===== config.mk =====
export PLATFORM = sky130hd
export DESIGN_NAME = wb_i2c_sched
export DESIGN_NICKNAME = d
export VERILOG_FILES = /design/src/rtl/wb_i2c_pkg.sv /design/src/rtl/wb_i2c_sched_rr_arb.sv /design/src/rtl/wb_i2c_sched.sv
export SDC_FILE = /design/constraint.sdc
export NUM_CORES = 1
export LEC_CHECK = 0
export CORE_UTILIZATION = 49
export CTS_BUF_LIST = sky130_fd_sc_hd__clkbuf_4 sky130_fd_sc_hd__clkbuf_8
export DETAILED_ROUTE_END_ITERATION = 12
export DONT_BUFFER_PORTS = 1
export MAX_ROUTING_LAYER = met4
export SKIP_LAST_GASP = 1
export SYNTH_ARGS = -nofsm -noshare
export SYNTH_HDL_FRONTEND = slang
export SYNTH_SLANG_ARGS = --single-unit

===== constraint.sdc =====
create_clock -name clk_i -period 7.1 [get_ports clk_i]
set_input_delay 1.42 -clock clk_i [delete_from_list [all_inputs] [get_ports clk_i]]
set_output_delay 1.42 -clock clk_i [all_outputs]
set_load 0.02 [all_outputs]

===== src/rtl/wb_i2c_pkg.sv =====
// Shared types and constants for the I2C engine scheduler and its requesters.
// State encoding, line-select codes and the engine's command bytes live here so
// requesters and the scheduler agree on them.
package wb_i2c_pkg;

  // Scheduler FSM states
  typedef enum logic [1:0] {
    IDLE  = 2'd0,
    SETUP = 2'd1,
    SEND  = 2'd2,
    GAP   = 2'd3
  } sched_state_e;

  // Engine bus select; LINES_NONE marks a no-op request that never enables the engine
  localparam logic [1:0] LINES_NONE = 2'd0;
  localparam logic [1:0] LINES_A    = 2'd1;
  localparam logic [1:0] LINES_B    = 2'd2;

  // Command bytes placed in the upper half of I2CDATA12
  localparam logic [7:0] I2C_CMD_A = 8'b11000000;
  localparam logic [7:0] I2C_CMD_B = 8'b11000010;

  // True when a window of 'cycles' is non-empty and its reload value fits cnt_w bits
  function automatic bit window_ok(input int cycles, input int cnt_w);
    return (cycles >= 1) && (longint'(cycles) <= (longint'(1) << cnt_w));
  endfunction

endpackage


===== src/rtl/wb_i2c_sched_rr_arb.sv =====
// rr_arb: combinational round-robin arbiter. Picks the first set request at or
// after 'ptr', wrapping from N-1 back to 0, and returns both its index and a
// one-hot grant. Purely combinational so any shared-bus block can register the
// result in its own timing.
module rr_arb #(
  parameter  int N     = 4,
  localparam int PTR_W = (N > 1) ? $clog2(N) : 1
) (
  input  logic [N-1:0]     req,
  input  logic [PTR_W-1:0] ptr,
  output logic             valid,
  output logic [PTR_W-1:0] winner,
  output logic [N-1:0]     grant
);

  logic [N-1:0]     req_rot;
  logic [PTR_W-1:0] offset;
  logic [PTR_W:0]   sum;

  // Rotate requests so that bit 0 corresponds to the pointer position
  assign req_rot = N'({req, req} >> ptr);

  // Lowest set bit of the rotated vector, mapped back to an absolute index
  always_comb begin
    // NOTE: every output gets a default before any conditional assignment, so no path infers a latch.
    valid  = 1'b0;
    offset = '0;
    sum    = '0;
    winner = '0;
    grant  = '0;
    for (int i = N - 1; i >= 0; i--) begin
      if (req_rot[i]) begin
        valid  = 1'b1;
        offset = PTR_W'(i);
      end
    end
    sum = {1'b0, ptr} + {1'b0, offset};
    if (sum >= (PTR_W + 1)'(N)) begin
      sum = sum - (PTR_W + 1)'(N);
    end
    winner = sum[PTR_W-1:0];
    if (valid) begin
      grant[winner] = 1'b1;
    end
  end

endmodule


===== src/rtl/wb_i2c_sched.sv =====
// wb_i2c_sched: shares one 4-byte I2C engine between NREQ requesters.
// The engine has no done flag, so each transaction is a fixed sequence of
// windows: SETUP (data stable, enable low), SEND (enable high), GAP (enable low),
// with a one-cycle ack to the owner at the end of GAP.
// Build option: define WB_I2C_SCHED_PRIO_EN to give requester 0 fixed priority
// over the round-robin order; its grants leave the round-robin pointer alone.
module wb_i2c_sched
  import wb_i2c_pkg::*;
#(
  parameter int NREQ         = 4,
  parameter int SETUP_CYCLES = 16,
  parameter int SEND_CYCLES  = 12582912,
  parameter int GAP_CYCLES   = 4194304,
  parameter int CNT_W        = 24
) (
  input  logic                 clk_i,
  input  logic                 rst_ni,
  input  logic [NREQ-1:0]      req_i,
  input  logic [2*NREQ-1:0]    req_lines_i,
  input  logic [16*NREQ-1:0]   req_data12_i,
  input  logic [16*NREQ-1:0]   req_data34_i,
  output logic [NREQ-1:0]      ack_o,
  output logic [NREQ-1:0]      grant_o,
  output logic                 busy_o,
  output logic                 i2c_enable_o,
  output logic [1:0]           i2c_lines_o,
  output logic [15:0]          i2c_data12_o,
  output logic [15:0]          i2c_data34_o
);

  localparam int PTR_W = (NREQ > 1) ? $clog2(NREQ) : 1;

  localparam logic [1:0] ST_IDLE  = IDLE;
  localparam logic [1:0] ST_SETUP = SETUP;
  localparam logic [1:0] ST_SEND  = SEND;
  localparam logic [1:0] ST_GAP   = GAP;

  // Window reload values: the counter runs from window-1 down to 0
  localparam logic [CNT_W-1:0] SETUP_LOAD = CNT_W'(SETUP_CYCLES - 1);
  localparam logic [CNT_W-1:0] SEND_LOAD  = CNT_W'(SEND_CYCLES - 1);
  localparam logic [CNT_W-1:0] GAP_LOAD   = CNT_W'(GAP_CYCLES - 1);

  // Reject configurations that would give an empty or unrepresentable window
  if (!window_ok(SETUP_CYCLES, CNT_W) || !window_ok(SEND_CYCLES, CNT_W) ||
      !window_ok(GAP_CYCLES, CNT_W)) begin : g_bad_window
    $error("wb_i2c_sched: each window must be 1..2**CNT_W cycles");
  end
  if (NREQ < 2 || NREQ > 8) begin : g_bad_nreq
    $error("wb_i2c_sched: NREQ must be in 2..8");
  end

  logic [1:0]       state_q;
  logic [CNT_W-1:0] cnt_q;
  logic [PTR_W-1:0] rr_ptr_q;
  logic [PTR_W-1:0] owner_q;
  logic [PTR_W-1:0] owner_next_ptr;
  logic             ptr_hold;

  logic             rr_valid;
  logic [PTR_W-1:0] rr_winner;
  logic [NREQ-1:0]  rr_grant;

  logic             win_valid;
  logic [PTR_W-1:0] win_idx;
  logic [NREQ-1:0]  win_oh;

  rr_arb #(
    .N (NREQ)
  ) u_rr_arb (
    .req    (req_i),
    .ptr    (rr_ptr_q),
    .valid  (rr_valid),
    .winner (rr_winner),
    .grant  (rr_grant)
  );

`ifdef WB_I2C_SCHED_PRIO_EN
  logic prio_q;

  // Requester 0 overrides the round-robin choice whenever it is asking
  always_comb begin
    win_valid = rr_valid;
    win_idx   = rr_winner;
    win_oh    = rr_grant;
    if (req_i[0]) begin
      win_valid = 1'b1;
      win_idx   = '0;
      win_oh    = NREQ'(1);
    end
  end

  // Remember whether the current transaction came from the priority path
  always_ff @(posedge clk_i or negedge rst_ni) begin
    if (!rst_ni) begin
      prio_q <= 1'b0;
    end else if (state_q == ST_IDLE && win_valid) begin
      prio_q <= req_i[0];
    end
  end

  assign ptr_hold = prio_q;
`else
  assign win_valid = rr_valid;
  assign win_idx   = rr_winner;
  assign win_oh    = rr_grant;
  assign ptr_hold  = 1'b0;
`endif

  // Next round-robin start position: the slot just after the finishing owner
  assign owner_next_ptr = (owner_q == PTR_W'(NREQ - 1)) ? '0 : owner_q + 1'b1;

  assign busy_o = (state_q != ST_IDLE);

  // Transaction sequencer: grant and latch, then time the setup/send/gap windows
  always_ff @(posedge clk_i or negedge rst_ni) begin
    if (!rst_ni) begin
      state_q      <= ST_IDLE;
      cnt_q        <= '0;
      rr_ptr_q     <= '0;
      owner_q      <= '0;
      ack_o        <= '0;
      grant_o      <= '0;
      i2c_enable_o <= 1'b0;
      i2c_lines_o  <= '0;
      i2c_data12_o <= '0;
      i2c_data34_o <= '0;
    end else begin
      // NOTE: non-blocking assignments throughout, so every branch sees the pre-edge state.
      ack_o <= '0;
      case (state_q)
        ST_IDLE: begin
          if (win_valid) begin
            state_q      <= ST_SETUP;
            cnt_q        <= SETUP_LOAD;
            owner_q      <= win_idx;
            grant_o      <= win_oh;
            i2c_lines_o  <= req_lines_i[2*int'(win_idx) +: 2];
            i2c_data12_o <= req_data12_i[16*int'(win_idx) +: 16];
            i2c_data34_o <= req_data34_i[16*int'(win_idx) +: 16];
          end
        end

        ST_SETUP: begin
          if (cnt_q == '0) begin
            if (i2c_lines_o == LINES_NONE) begin
              state_q <= ST_GAP;
              cnt_q   <= GAP_LOAD;
            end else begin
              state_q      <= ST_SEND;
              cnt_q        <= SEND_LOAD;
              i2c_enable_o <= 1'b1;
            end
          end else begin
            cnt_q <= cnt_q - 1'b1;
          end
        end

        ST_SEND: begin
          if (cnt_q == '0) begin
            state_q      <= ST_GAP;
            cnt_q        <= GAP_LOAD;
            i2c_enable_o <= 1'b0;
          end else begin
            cnt_q <= cnt_q - 1'b1;
          end
        end

        ST_GAP: begin
          if (cnt_q == '0) begin
            state_q <= ST_IDLE;
            ack_o   <= grant_o;
            grant_o <= '0;
            if (!ptr_hold) begin
              rr_ptr_q <= owner_next_ptr;
            end
          end else begin
            cnt_q <= cnt_q - 1'b1;
          end
        end

        default: begin
          state_q      <= ST_IDLE;
          grant_o      <= '0;
          i2c_enable_o <= 1'b0;
        end
      endcase
    end
  end

endmodule


==> out/qor.txt, run 1 <==
WP data required - 7.34 ns
vias in the first global route - 3715
CTS tree - built
post-DP HPWL - 7.88 mm
Routed WL - 11.4 mm
Detailed Route Iter0 Violations - 176
syn avg cell area - 8.88 um^2
Yosys warning total - 0
clock buffer count from CTS - 9
Pwr per Cell Area - 181 nW/um^2
largest net degree at the start of global routing - 74
CP max FO - 71
Yosys reg bits - 73
overall global routing resource usage - 24.4%
die area - 9900 um^2
Leak - 0.00211 uW
startpoint types - input pin
register area share after synthesis - 39.2%
Final Setup Violations - 0
maxcap violations - 0
final slew viol count - 0
clock sink count - 73
Synth Net Count - 674
post-CTS sizing - 0
placed insts - 621
Remaining Overflow, GRT - 0
H-tree Lvls - 3
Die Ht - 99.5 um
RSZ-0062 raised after global routing - false
WL per Instance - 18.0 um
Placer Congestion - 0.872
Worst-Skew Late Latency - 0.35 ns
DRC - 0
root buffer cell - clkbuf_8
Final period util - 56.4%
port buffer count - 0
fin nets - 652
asr flop ratio synth - 100%
EDFF count, synth - 0
Ports - 186
Worst VDD drop - 0.106 mV
first drt pass iteration count - 4
leading register cell type out of synthesis - dfrtp_1
achievable frequency - 250 MHz
Hold WS - 0.493 ns
Unique masters post-synth - 57
first-pass GRT wire length - 18.4 mm
Final Critical Period - 4.01 ns
Non-Filler Instances - 637
Worst EP arrival - 4.25 ns
Hold Crit Start - owner_q[1]
crit path kind - input pin to flop
n_diodes - 0
clk slew on worst S/H paths - 0.08 ns
clk_skew - 0.00953 ns
CP startpoint - req_i[0]
Longest Clk Path Bufs - 2
share of cells above drive strength 1 - 6.69%
Synth Instances - 525
post-route ant nets - 0
Initial Util - 50.4%
initial antenna violation count - 0
measured slew at the worst slew-check pin - 1.18 ns
worst r2r src - rr_ptr_q[0]
Final Hold Fails - 0
synthesized cell area - 4660 um^2
total number of vias - 3836
status - finished clean
Fill cells - 846
CTS Hold Bufs - 0
Max transition margin - 21.6%
Core Area - 9240 um^2
Std-Cell Rows - 35
setup tns final - 0 ns
drt via density - 6.02
Crit. End Element - flop
die width - 99.5 um
Layout area overhead - 6.69%
# Post-CTS Setup Buffers - 0
worst hold path class - flop to flop
## per-stage QoR
stage               util [%]  cell area, um^2  worst slack (ns)  power (uW)
finish                  53.8             4970              3.09         901
global placement        51.0             4710              2.79         485
global route            53.8             4970              2.87         936
detailed placement      51.0             4710              2.72         486
CTS                     53.8             4970              3.10         909
floorplan                  -             4660              3.63         477
## critical path: stages
cell	delay (ns)
nor2_1	0.02
a221o_1	0.34
o21ai_0	0.08
o221ai_1	0.14
ha_2	1.12
or2_2	0.74
nor2_1	0.13
a22o_1	0.21
## cells in the final DEF, fill, tap and decap left out, types with 2 or more instances in the layout
cell type	Yosys	routed
nand2_1	128	127
dfrtp_1	73	73
o221ai_1	35	35
mux2i_1	35	35
mux2_1	35	35
nor2_1	30	30
o21ai_0	17	17
o21ai_1	16	16
nor3_1	13	13
clkbuf_8	0	12
a21oi_1	11	11
inv_1	8	8
nand3_1	7	7
a22o_1	7	7
ha_1	7	6
nor4_1	5	5
o211ai_1	5	5
nand2b_1	4	4
and2_1	4	4
or4_1	3	3
nor3_2	3	3
o22a_1	3	3
or3_1	3	3
bufinv_16	0	3
buf_4	1	3
xor2_1	2	2
or2_2	2	2
nand4_1	2	2
nor3b_1	2	2
o31ai_1	2	2
a21o_1	2	2
## state kept, by name, summed over array words and instances (netlist names)
name	flops
cnt_q	24
i2c_data12_o	16
i2c_data34_o	16
ack_o	4
grant_o	4
i2c_lines_o	2
owner_q	2
rr_ptr_q	2
state_q	2
i2c_enable_o	1
## metal layers
metal  wire [um]  GRT usage, %
met2        5640          38.8
met4         205          9.84
met1        5020          31.1
met3         570          3.94
met5           0             -
## cells in the mapped netlist (3+ instances only)
cell        n  area, um^2
o221ai_1   35         307
o22a_1      3        26.3
nor3_1     13        65.1
and2_1      4        25.0
mux2_1     35         394
nand2_1   128         480
inv_1       8        30.0
nand3_1     7        35.0
nor2_1     30         113
o21ai_1    16        80.1
ha_1        7        87.6
nor3_2      3        30.0
a21oi_1    11        55.1
nor4_1      5        31.3
mux2i_1    35         350
clkbuf_1   24        90.1
buf_2      10        50.1
nand2b_1    4        25.0
o211ai_1    5        37.5
dfrtp_1    73        1830
a22o_1      7        61.3
or4_1       3        22.5
o21ai_0    17        85.1
or3_1       3        18.8
## worst paths after layout
path | endpoint | slack (ns) | depth (start not counted)
min | owner_q[1] | 0.49 | 2
max | grant_o[2] | 3.09 | 8
min reg2reg | owner_q[1] | 0.49 | 2
max in group asynchronous | state_q[0] | 6.23 | 0
min in group asynchronous | cnt_q[18] | 0.76 | 0
max reg2reg | grant_o[2] | 3.55 | 8
## layout make-up
class	instances	area (um^2)	share of cell area [%]
Tap cell	129	161	3.25
Timing Repair Buffer	3	22.5	0.453
Sequential cell	73	1830	36.7
Clock inverter	4	97.6	1.96
Inverter	8	30.0	0.604
Clock buffer	12	165	3.32
Multi-Input combinational cell	408	2670	53.7
## where the power goes
group	switching [uW]	leakage (uW)	internal (uW)	total, uW
Combinational	33.6	0.00105	28.7	62.2
Sequential	0	0.000933	415	415
Clock	161	0.000129	262	424
Total	195	0.00211	706	901
## kinds of logic (layout without fill, tap and decap cells)
logic type	after synthesis	count (layout)	synth area share, %
simple gates	216	216	20.8
compound gates	111	111	17.2
flops	73	73	39.2
mux	71	71	16.2
buf+inv	44	27	3.89
fa+ha+maj	7	7	1.88
xor+xnor	3	3	0.725
No activity file was read; power rests on OpenSTA's default activity.
==> run 2: changes to the inputs <==
ABC_AREA = 1   (was default)
PLACE_DENSITY = 0.66   (was default)
clock period = 3.3 ns   (was 7.1 ns; I/O delays follow)
==> out/qor.txt, run 2 <==
measured slew at the worst slew-check pin - 0.803 ns
startpoint types - flop
clk_skew - 0.00597 ns
Layout area overhead - 4.35%
Synth Net Count - 971
biggest regs - cnt_q (24), i2c_data12_o (16), i2c_data34_o (16)
leading register cell type out of synthesis - dfrtp_1
first-pass GRT wire length - 21.5 mm
Crit path largest cell delay - 0.50 ns
H-tree Lvls - 3
drt via density - 5.19
final slew viol count - 0
post-CTS sizing - 0
register area share after synthesis - 34.9%
Std-Cell Rows - 37
EDFF count, synth - 0
clk slew on worst S/H paths - 0.07 ns
CP startpoint - rr_ptr_q[0]
post-route ant nets - 0
Yosys warning total - 0
Pwr per Cell Area - 363 nW/um^2
clock sink count - 73
n_diodes - 0
Final WS setup - 0.490 ns
worst path bufs/invs - 2
largest net degree at the start of global routing - 71
count leader, synth - nand2_1
Worst EP arrival - 3.04 ns
CTS tree - built
Synth Instances - 822
Non-Filler Instances - 945
first drt pass iteration count - 4
RSZ-0062 raised after global routing - false
most flop-heavy register - cnt_q
share of cells above drive strength 1 - 8.41%
overall global routing resource usage - 24.7%
port buffer count - 0
initial antenna violation count - 0
crit path kind - flop to flop
fin nets - 954
clock buffer count from CTS - 9
vias in the first global route - 4579
crit-path leading delay family - simple AND/OR/NAND/NOR gates
Placer Congestion - 0.922
Core Area - 10300 um^2
Area contributors post-synth - nand2_1, dfrtp_1, nand3_2, nand3_1, nor2_1
top post-synthesis cells by count - nand2_1, dfrtp_1, nor2_1, nand3_1, inv_1
asr flop ratio synth - 100%
Worst-Skew Late Latency - 0.33 ns
root buffer cell - clkbuf_8
top cell type's share of synthesized area - 35.3%
Final period util - 85.2%
DRC - 0
Crit. End Element - flop
Final Hold Fails - 0
placed insts - 927
synthesized cell area - 5240 um^2
Final Setup Violations - 0
CP max FO - 36
Max transition margin - 46.3%
Yosys reg bits - 73
die width - 105 um
max reg flops - 24
Initial Util - 50.7%
Unique masters post-synth - 35
Detailed Route Iter0 Violations - 169
maxcap violations - 0
die area - 11100 um^2
Routed WL - 13.2 mm
Pwr Total - 1980 uW
WP data required - 3.53 ns
WL per Instance - 13.9 um
status - finished clean
total number of vias - 4906
Die Ht - 105 um
Final Util - 52.9%
Worst VDD drop - 0.185 mV
setup tns final - 0 ns
pre-CTS setup slack - 0.429 ns
commonest cells after routing, fill and taps aside - nand2_1, dfrtp_1, nor2_1, nand3_1, inv_1
worst hold path class - input pin to asynchronous set/reset pin
post-DP HPWL - 9.41 mm
Final Critical Period - 2.81 ns
Leak - 0.00289 uW
Slowest-stage cell, CP - dfrtp_1
Top cell by count, worst path - nand2_1
Longest Clk Path Bufs - 2
most common cell after layout, fill and taps aside - nand2_1
Remaining Overflow, GRT - 0
dominant cell type by area after synthesis - nand2_1
Ports - 186
CP Cell Sequence - inv_2, nand2_1, nand3_1, nand2_1, nand3_1, a21boi_0, ha_2, xor2_1, inv_1, nand3_2, nand2_4, nand2_1, nand2_1, nand2_1, nand2_1
worst r2r src - rr_ptr_q[0]
achievable frequency - 356 MHz
syn avg cell area - 6.37 um^2
run 2: cell types whose count changed in the layout (fill, tap and decap cells not counted), moves of 23 or more:
cell,previous run,this run
inv_1,8,31
mux2_1,35,0
mux2i_1,35,0
nand2_1,127,492
nand3_1,7,40
nand3_2,0,23
o221ai_1,35,0
run 2: kinds of logic (layout without fill, tap and decap cells):
group,Yosys count,count (layout),share of synthesized area (%)
compound gates,29,29,3.06
buf+inv,72,59,7.55
flops,73,73,34.9
simple gates,625,625,50.2
fa+ha+maj,7,7,1.67
xor+xnor,16,16,2.68
run 2: worst reg2reg max path, delay by kind of cell, from the launching register on:
kind / cells / cell delay [ns]
adder cells (fa/ha/maj): 1 / 0.21
AO/OA/AOI/OAI: 1 / 0.18
XOR/XNOR: 1 / 0.28
AND/OR/NAND/NOR: 10 / 1.35
buffers and inverters: 2 / 0.19
flip-flops: 1 / 0.50
run 2: area by class of cell:
type	count	area [um^2]
Timing Repair Buffer	8	92.6
Tap cell	136	170
Clock buffer	12	153
Multi-Input combinational cell	677	3020
Sequential cell	73	1830
Clock inverter	3	65.1
Fill cell	1065	4860
Inverter	36	135
run 2: power breakdown:
part           internal [uW]  switching, uW
combinational           89.3            150
clock                    459            324
sequential               915           46.6
run 2: through the flow:
step	hold slack (ns)	cell area [um^2]
2_1_floorplan	0.364	5240
3_3_place_gp	0.367	5220
3_5_place_dp	0.367	5220
4_1_cts	0.00358	5450
5_1_grt	0.00442	5470
6_report	0.0172	5470
run 2: worst paths after layout:
kind	to	slack [ns]	cells past startpoint
setup / recovery	i2c_data12_o[13]	0.49	15
min in group clk_i	rr_ptr_q[0]	0.52	1
setup reg to reg	i2c_data12_o[13]	0.49	15
hold reg to reg	rr_ptr_q[0]	0.52	1
max in group asynchronous	i2c_data12_o[4]	1.94	1
hold / removal	cnt_q[10]	0.02	0
run 2: metal layers:
metal	vias up	wire length [um]	global-route usage [%]
met5	-	0	-
li1	2496	-	-
met3	19	684	3.83
met4	0	235	9.05
met1	2245	5440	28.6
met2	146	6800	43.2
run 2: repair_timing:
action                    in CTS  in global routing
hold buffers                   1                  2
hold endpoints to repair       9                  4
buffers inserted               0                  0
